File: src/rtl/real_clock_hms.sv
// Real-time clock core: prescales clk to a 1 Hz tick and keeps hh:mm:ss in 24h or 12h AM/PM form,
// with run/pause, a range-checked time load and a sticky alarm flag.
module real_clock_hms #(
    parameter int CLK_FREQ_HZ = 100000000,
    parameter bit MODE_24H    = 1'b1
) (
    input  logic       clk,
    input  logic       reset,
    input  logic       run,
    input  logic       set_valid,
    input  logic [4:0] set_hours,
    input  logic [5:0] set_minutes,
    input  logic [5:0] set_seconds,
    input  logic       set_pm,
    input  logic       alarm_wr,
    input  logic [4:0] alarm_hours,
    input  logic [5:0] alarm_minutes,
    input  logic       alarm_pm,
    input  logic       alarm_en,
    input  logic       alarm_ack,
    output logic [5:0] seconds_out,
    output logic [5:0] minutes_out,
    output logic [4:0] hours_out,
    output logic       pm_out,
    output logic       sec_tick,
    output logic       set_err,
    output logic       alarm_flag
);
    localparam int            PW       = $clog2(CLK_FREQ_HZ);
    localparam logic [PW-1:0] TC       = PW'(CLK_FREQ_HZ - 1);
    localparam logic [4:0]    HOUR_RST = MODE_24H ? 5'd0 : 5'd12;

    logic [PW-1:0] prescaler;
    logic [4:0]    alarm_h_q;
    logic [5:0]    alarm_m_q;
    logic          alarm_pm_q;

    logic          tick_due;
    logic          set_ok;
    logic          load_ok;
    logic          alarm_hit;
    logic [5:0]    sec_nx;
    logic [5:0]    min_nx;
    logic [4:0]    hrs_nx;
    logic          pm_nx;

    always_comb begin
        // NOTE: every always_comb output gets a default first so no path can infer a latch.
        sec_nx = seconds_out;
        min_nx = minutes_out;
        hrs_nx = hours_out;
        pm_nx  = pm_out;

        tick_due = run && (prescaler == TC);
        set_ok   = (set_seconds <= 6'd59) && (set_minutes <= 6'd59) &&
                   (MODE_24H ? (set_hours <= 5'd23)
                             : (set_hours >= 5'd1 && set_hours <= 5'd12));
        load_ok  = set_valid && set_ok;

        if (seconds_out == 6'd59) begin
            sec_nx = 6'd0;
            if (minutes_out == 6'd59) begin
                min_nx = 6'd0;
                if (MODE_24H) begin
                    hrs_nx = (hours_out == 5'd23) ? 5'd0 : hours_out + 5'd1;
                end else if (hours_out == 5'd11) begin
                    // 11:59:59 -> 12:00:00 is the AM/PM boundary; 12 -> 1 is not.
                    hrs_nx = 5'd12;
                    pm_nx  = ~pm_out;
                end else if (hours_out == 5'd12) begin
                    hrs_nx = 5'd1;
                end else begin
                    hrs_nx = hours_out + 5'd1;
                end
            end else begin
                min_nx = minutes_out + 6'd1;
            end
        end else begin
            sec_nx = seconds_out + 6'd1;
        end

        alarm_hit = tick_due && !load_ok && alarm_en &&
                    (sec_nx == 6'd0) && (min_nx == alarm_m_q) && (hrs_nx == alarm_h_q) &&
                    (MODE_24H || (pm_nx == alarm_pm_q));
    end

    always_ff @(posedge clk) begin
        if (reset) begin
            prescaler   <= '0;
            seconds_out <= 6'd0;
            minutes_out <= 6'd0;
            hours_out   <= HOUR_RST;
            pm_out      <= 1'b0;
            sec_tick    <= 1'b0;
            set_err     <= 1'b0;
            alarm_flag  <= 1'b0;
            alarm_h_q   <= HOUR_RST;
            alarm_m_q   <= 6'd0;
            alarm_pm_q  <= 1'b0;
        end else begin
            // NOTE: sequential state uses non-blocking assignments so every register samples pre-edge values.
            sec_tick <= 1'b0;
            set_err  <= 1'b0;

            if (alarm_wr) begin
                alarm_h_q  <= alarm_hours;
                alarm_m_q  <= alarm_minutes;
                alarm_pm_q <= MODE_24H ? 1'b0 : alarm_pm;
            end

            // A match on the same edge as an ack wins, so the event is never lost.
            alarm_flag <= alarm_hit | (alarm_flag & ~alarm_ack);

            if (load_ok) begin
                seconds_out <= set_seconds;
                minutes_out <= set_minutes;
                hours_out   <= set_hours;
                pm_out      <= MODE_24H ? 1'b0 : set_pm;
                prescaler   <= '0;
            end else begin
                set_err <= set_valid;
                if (run) begin
                    prescaler <= tick_due ? '0 : prescaler + 1'b1;
                end
                if (tick_due) begin
                    seconds_out <= sec_nx;
                    minutes_out <= min_nx;
                    hours_out   <= hrs_nx;
                    pm_out      <= MODE_24H ? 1'b0 : pm_nx;
                    sec_tick    <= 1'b1;
                end
            end
        end
    end
endmodule

File: config.mk
export PLATFORM = sky130hd
export DESIGN_NAME = real_clock_hms
export DESIGN_NICKNAME = d
export VERILOG_FILES = /design/src/rtl/real_clock_hms.sv
export SDC_FILE = /design/constraint.sdc
export NUM_CORES = 1
export LEC_CHECK = 0
export CAP_MARGIN = 30
export CELL_PAD_IN_SITES_DETAIL_PLACEMENT = 1
export CELL_PAD_IN_SITES_GLOBAL_PLACEMENT = 1
export CORE_ASPECT_RATIO = 2
export CORE_MARGIN = 2
export CORE_UTILIZATION = 35
export DETAILED_ROUTE_END_ITERATION = 10
export PLACE_DENSITY = 0.71
export SKIP_LAST_GASP = 1
export SYNTH_ARGS = -nofsm -noshare
export SYNTH_HDL_FRONTEND = slang
export SYNTH_SLANG_ARGS = --single-unit
File: constraint.sdc
create_clock -name clk -period 2.5 [get_ports clk]
set_clock_uncertainty 0.05 [all_clocks]
set_input_delay 0.25 -clock clk [delete_from_list [all_inputs] [get_ports clk]]
set_output_delay 0.25 -clock clk [all_outputs]
set_load 0.005 [all_outputs]
Yosys cells after proc, flatten, opt, wreduce, memory -nomap -nowiden
Index checks and enable logic that the tools add are counted.
W data, S select, Z words.
- bits in registers: 58
- input port bits: 37
- output and inout port bits: 21
- logic and storage cells: 52
- add/sub/neg operators: 4
- $lt $le $gt $ge: 3
- equal/unequal tests: 6
- mux-type cells: 14
- bitwise gates (word level): 3
- reduce and logical (&&, ||, !) cells: 13
- operators with widths (kind ; count):
    $mux W6 ; 7
    $add A27 B1 Y27 const B ; 1
    $eq A27 B27 Y1 const B ; 1
    $mux W27 ; 1
    $mux W5 ; 5
    $add A6 B1 Y6 const B ; 2
    $eq A6 B6 Y1 const B ; 2
    $le A6 B6 Y1 const B ; 2
    $logic_and A1 B1 Y1 ; 9
    $eq A6 B6 Y1 ; 1
    $logic_not A6 Y1 ; 1
    $add A5 B1 Y5 const B ; 1
    $eq A5 B5 Y1 ; 1
    $eq A5 B5 Y1 const B ; 1
    $le A5 B5 Y1 const B ; 1
    $reduce_bool A2 Y1 ; 1
    $reduce_or A2 Y1 ; 1
    $and A1 B1 Y1 ; 1
    $logic_not A1 Y1 ; 1
    $mux W1 ; 1
    $not A1 Y1 ; 1
    $or A1 B1 Y1 ; 1

Logic depth before layout (Yosys ltp)
- word-level depth: 11
- gate-level depth with buffers: 8
- depth with buffers taken out: 7

Worst setup path after synthesis
No wires, ideal clock.
- path type: reg2reg
- start: register seconds_out[0]
- end: register hours_out[2]
- setup time: 0.086 ns
- arrival time: 2.133 ns
- required time: 2.364 ns
- path slack: 0.231 ns
- stages on the path, launching flop included: 8
- buffers on the path: 0
- period minus slack after synthesis: 2.269 ns
- path through: dfxtp_1 > ha_1 > nand4_4 > nor4_2 > and3_1 > nand2_1 > xor2_1 > a211oi_1
- word-level cells in the longest chain between the ends: 4
- ends and longest elaborated chain (item ; RTL line ; text):
    start: declaration ; 21 ; output logic [5:0] seconds_out,
    start signal: assignment ; 115 ; seconds_out <= set_seconds;
    start signal: assignment ; 126 ; seconds_out <= sec_nx;
    $eq A6 B6 Y1 ; 60 ; if (seconds_out == 6'd59) begin
    $mux W5 ; 60 ;
    $mux W5 ; 125 ; if (tick_due) begin
    $mux W5 ; 114 ; if (load_ok) begin
    end signal: assignment ; 117 ; hours_out <= set_hours;
    end signal: assignment ; 128 ; hours_out <= hrs_nx;
    end: declaration ; 23 ; output logic [4:0] hours_out,
Every way passes these cells. The select of a mux whose other input is x is not followed.
A chain may end at the register's enable or synchronous reset.

Worst setup path in the final report
- start: register minutes_out[1]
- end: register hours_out[4]
- word-level cells in the longest chain between the ends: 5
- ends and longest elaborated chain (item ; RTL line ; text):
    start: declaration ; 22 ; output logic [5:0] minutes_out,
    start signal: assignment ; 116 ; minutes_out <= set_minutes;
    start signal: assignment ; 127 ; minutes_out <= min_nx;
    $eq A6 B6 Y1 ; 62 ; if (minutes_out == 6'd59) begin
    $mux W5 ; 62 ;
    $mux W5 ; 60 ;
    $mux W5 ; 125 ;
    $mux W5 ; 114 ;
Every way passes these cells. The select of a mux whose other input is x is not followed.

==> impl_metrics.py <==
metrics = {
    "worst_setup_path": {
        "cp.buffers_inverters": 0,
        "cp_common_cell": "or4_1",
        "timing.critical_path.cells": "ha_1 -> nand4b_1 -> or4_1 -> or4_1 -> a311oi_1",
        "crit_family": "simple AND/OR/NAND/NOR gates",
        "critPathCaptureType": "flop",
        "worstRegToRegCells": 5,
        "cpMaxStageDelayCell": "or4_1",
        "worst-setup-path-type": "flop to flop",
        "cp_max_fo": 4,
        "worstPathArrival_ps": 2490,
        "rr_startpoint": "minutes_out[1]",
        "crit_required_ps": 2690,
        "startpoint_type": "flop",
        "critPathMaxStageDelay_ps": 620,
        "r2r_end": "hours_out[4]",
        "r2r_slack_ps": 210,
    },
    "detailed_routing": {
        "viasPerCell": 5.72,
        "ant_nets": 0,
        "drt-initial-drc-count": 187,
        "drc": 0,
        "wl_per_cell_um": 18.4,
        "routed_wl_um": 10700,
        "drtPass1Iterations": 4,
        "num_vias": 3327,
    },
    "clock_tree": {
        "clock_path_buffers": 2,
        "clkLatencyLatePin_ps": 330,
        "hold_buffers": 0,
        "cts_tree": "yes",
        "clock-sinks": 58,
        "post_cts_buffers": 0,
        "clk_pin_slew_ps": 50,
        "cts_buffers": 9,
        "cts_resized": 0,
        "htreeDepth": 3,
        "cts-root-buf": "clkbuf_16",
    },
    "synthesis": {
        "synth_enable_flop_cells": 0,
        "synth_area_um2": 3250,
        "synthFlopType": "dfxtp_1",
        "ys_ff_latch": 58,
        "synthCells": 399,
        "yosysSeqAreaShare_pct": 35.7,
        "avgSynthCellArea_um2": 8.15,
        "synthArstFlopShare_pct": 0,
        "synth_nets": 440,
        "synth_warnings": 0,
        "synthDistinctLibCells": 57,
    },
    "layout": {
        "final_cell_mix": "nor2_1 (77), dfxtp_1 (58), clkdlybuf4s50_1 (54)",
        "syn2layout_area_growth_pct": 34.0,
        "layout_commonest_cell": "nor2_1",
        "drive_above_1_share_pct": 10.6,
        "filler_cell_count": 1096,
        "antenna_cells": 0,
        "design_area_um2": 4360,
        "fin_nets": 516,
    },
    "timing": {
        "min_period_over_period_pct": 91.8,
        "holdWs_ps": 418,
        "tightest_slew_ps": 655,
        "rsz0062_at_grt": "no",
        "finalCriticalPeriod_ps": 2290,
        "finalMaxSlewViolations": 0,
        "hold_viol_final": 0,
        "max_slew_margin_pct": 56.2,
        "fmax_ghz": 0.436,
        "final.setup.tns_ps": 0,
        "setup_viol_count_final": 0,
    },
    "worst_hold_path": {
        "hp-class": "flop to flop",
        "holdPathEnd": "alarm_flag",
        "hold_depth": 2,
        "worstHoldStart": "alarm_flag",
    },
    "floorplanning": {
        "die_w_um": 72.2,
        "ios": 58,
        "rows": 49,
        "die_h_um": 140,
        "dieArea_um2": 10100,
        "initial_core_util_pct": 36.1,
        "coreArea_um2": 9010,
    },
    "pwr": {
        "ir_worst_vdd_uv": 414,
        "leakagePower_nw": 1.61,
        "p_per_area_nw_per_um2": 572,
    },
    "place": {
        "finalWeightedCongestion": 0.865,
        "io_buffers": 54,
        "hpwl_um": 8320,
        "dpl_cell_area_um2": 4090,
    },
    "global_route": {
        "grt_max_degree": 29,
        "grt_pass1_wl_um": 17900,
        "grt_overflow_total": 0,
        "grt_usage_pct": 22.8,
        "grt_pass1_vias": 3648,
        "antenna_found_initial": 0,
    },
    "outcome": {
        "status": "finished, final reports clean",
    },
    "job": {
        "drv_cap": 0,
    },
}
==> per-layer routing <==
metal,up-vias,part of all wire [%],track usage [%]
li1,1601,-,-
met1,1623,35,21.6
met2,67,57,42.7
met3,36,2.7,4.68
met4,0,5.5,13.9
met5,-,0,0
==> area by class of cell <==
cell class | instances | area, um2 | area share, %
clock buffers | 13 | 250 | 5.74
clock inverters | 3 | 15.0 | 0.344
inverters | 11 | 41.3 | 0.947
multi-input cells | 311 | 1970 | 45.3
flip-flops and latches | 58 | 1160 | 26.6
well taps | 102 | 128 | 2.93
repair buffers | 84 | 791 | 18.1
==> stage by stage <==
stage | setup WS, ps | util (%) | total power [mW] | instances
after floorplan | 231 | - | 1.19 | 399
after global placement | 180 | 45.4 | 1.39 | 566
after detailed placement | 152 | 45.4 | 1.40 | 566
after CTS | 188 | 48.4 | 2.53 | 582
after global routing | 29.9 | 48.4 | 2.61 | 582
final | 205 | 48.4 | 2.49 | 582
==> where the power goes <==
| part | switching, mW | internal [mW] | leakage, nW |
|---|---|---|---|
| registers | 0.0385 | 0.962 | 0.474 |
| logic | 0.178 | 0.199 | 1.00 |
| clock network | 0.425 | 0.692 | 0.133 |
| total | 0.642 | 1.85 | 1.61 |
==> synthesized netlist by cell type (all sizes together) (4+ instances only) <==
cell type   n  area share (%)
nor2b       7             1.3
o21ai      13             2.0
xor2       17             4.6
nor2       77             8.9
nor3        9             1.4
nor4        9             2.4
xnor2      17             4.6
nand4      18             4.8
a211oi      4            0.92
nand2      29             3.3
and3        7             1.3
mux2i      15             4.6
a311oi     14             3.8
ha          4             1.5
clkbuf     15             1.7
a21oi       6            0.92
inv        11             1.3
nand3      18             2.8
buf         4            0.65
and4        4             1.1
and2        4            0.77
dfxtp      58              36
==> cells by family (layout without fill, tap and decap cells) <==
family	Yosys count	count (layout)	synth area share, %
buffers and inverters	30	111	3.65
AOI/OAI and AO/OA	59	59	13.5
muxes	15	15	4.62
adders and majority gates	4	4	1.54
DFF	58	58	35.7
other	1	1	0.115
xor gates and xnor gates	34	34	9.15
and+or+nand+nor	198	198	31.8
==> state kept, by name, summed over array words and instances, names as in the netlist <==
register	flops
seconds_out	6
set_err	1
hours_out	5
minutes_out	6
prescaler	27
alarm_flag	1
alarm_h_q	5
sec_tick	1
alarm_m_q	6
==> worst max path at each step <==
stage                    from             end  slack, ps  cells after the start
2_1_floorplan  seconds_out[0]    hours_out[2]        230                      7
4_1_cts        minutes_out[1]      alarm_flag        190                      7
3_3_place_gp              run  minutes_out[3]        180                      8
6_report       minutes_out[1]    hours_out[4]        210                      5
3_5_place_dp              run  minutes_out[4]        150                      7
5_1_grt        minutes_out[0]      alarm_flag         30                      7
==> worst min-delay path, cell delays in order (launching register included) <==
cell     delay, ps
dfxtp_1        310
nand2_1         60
o21ai_1         50
Power figures use the tool's default switching activity.
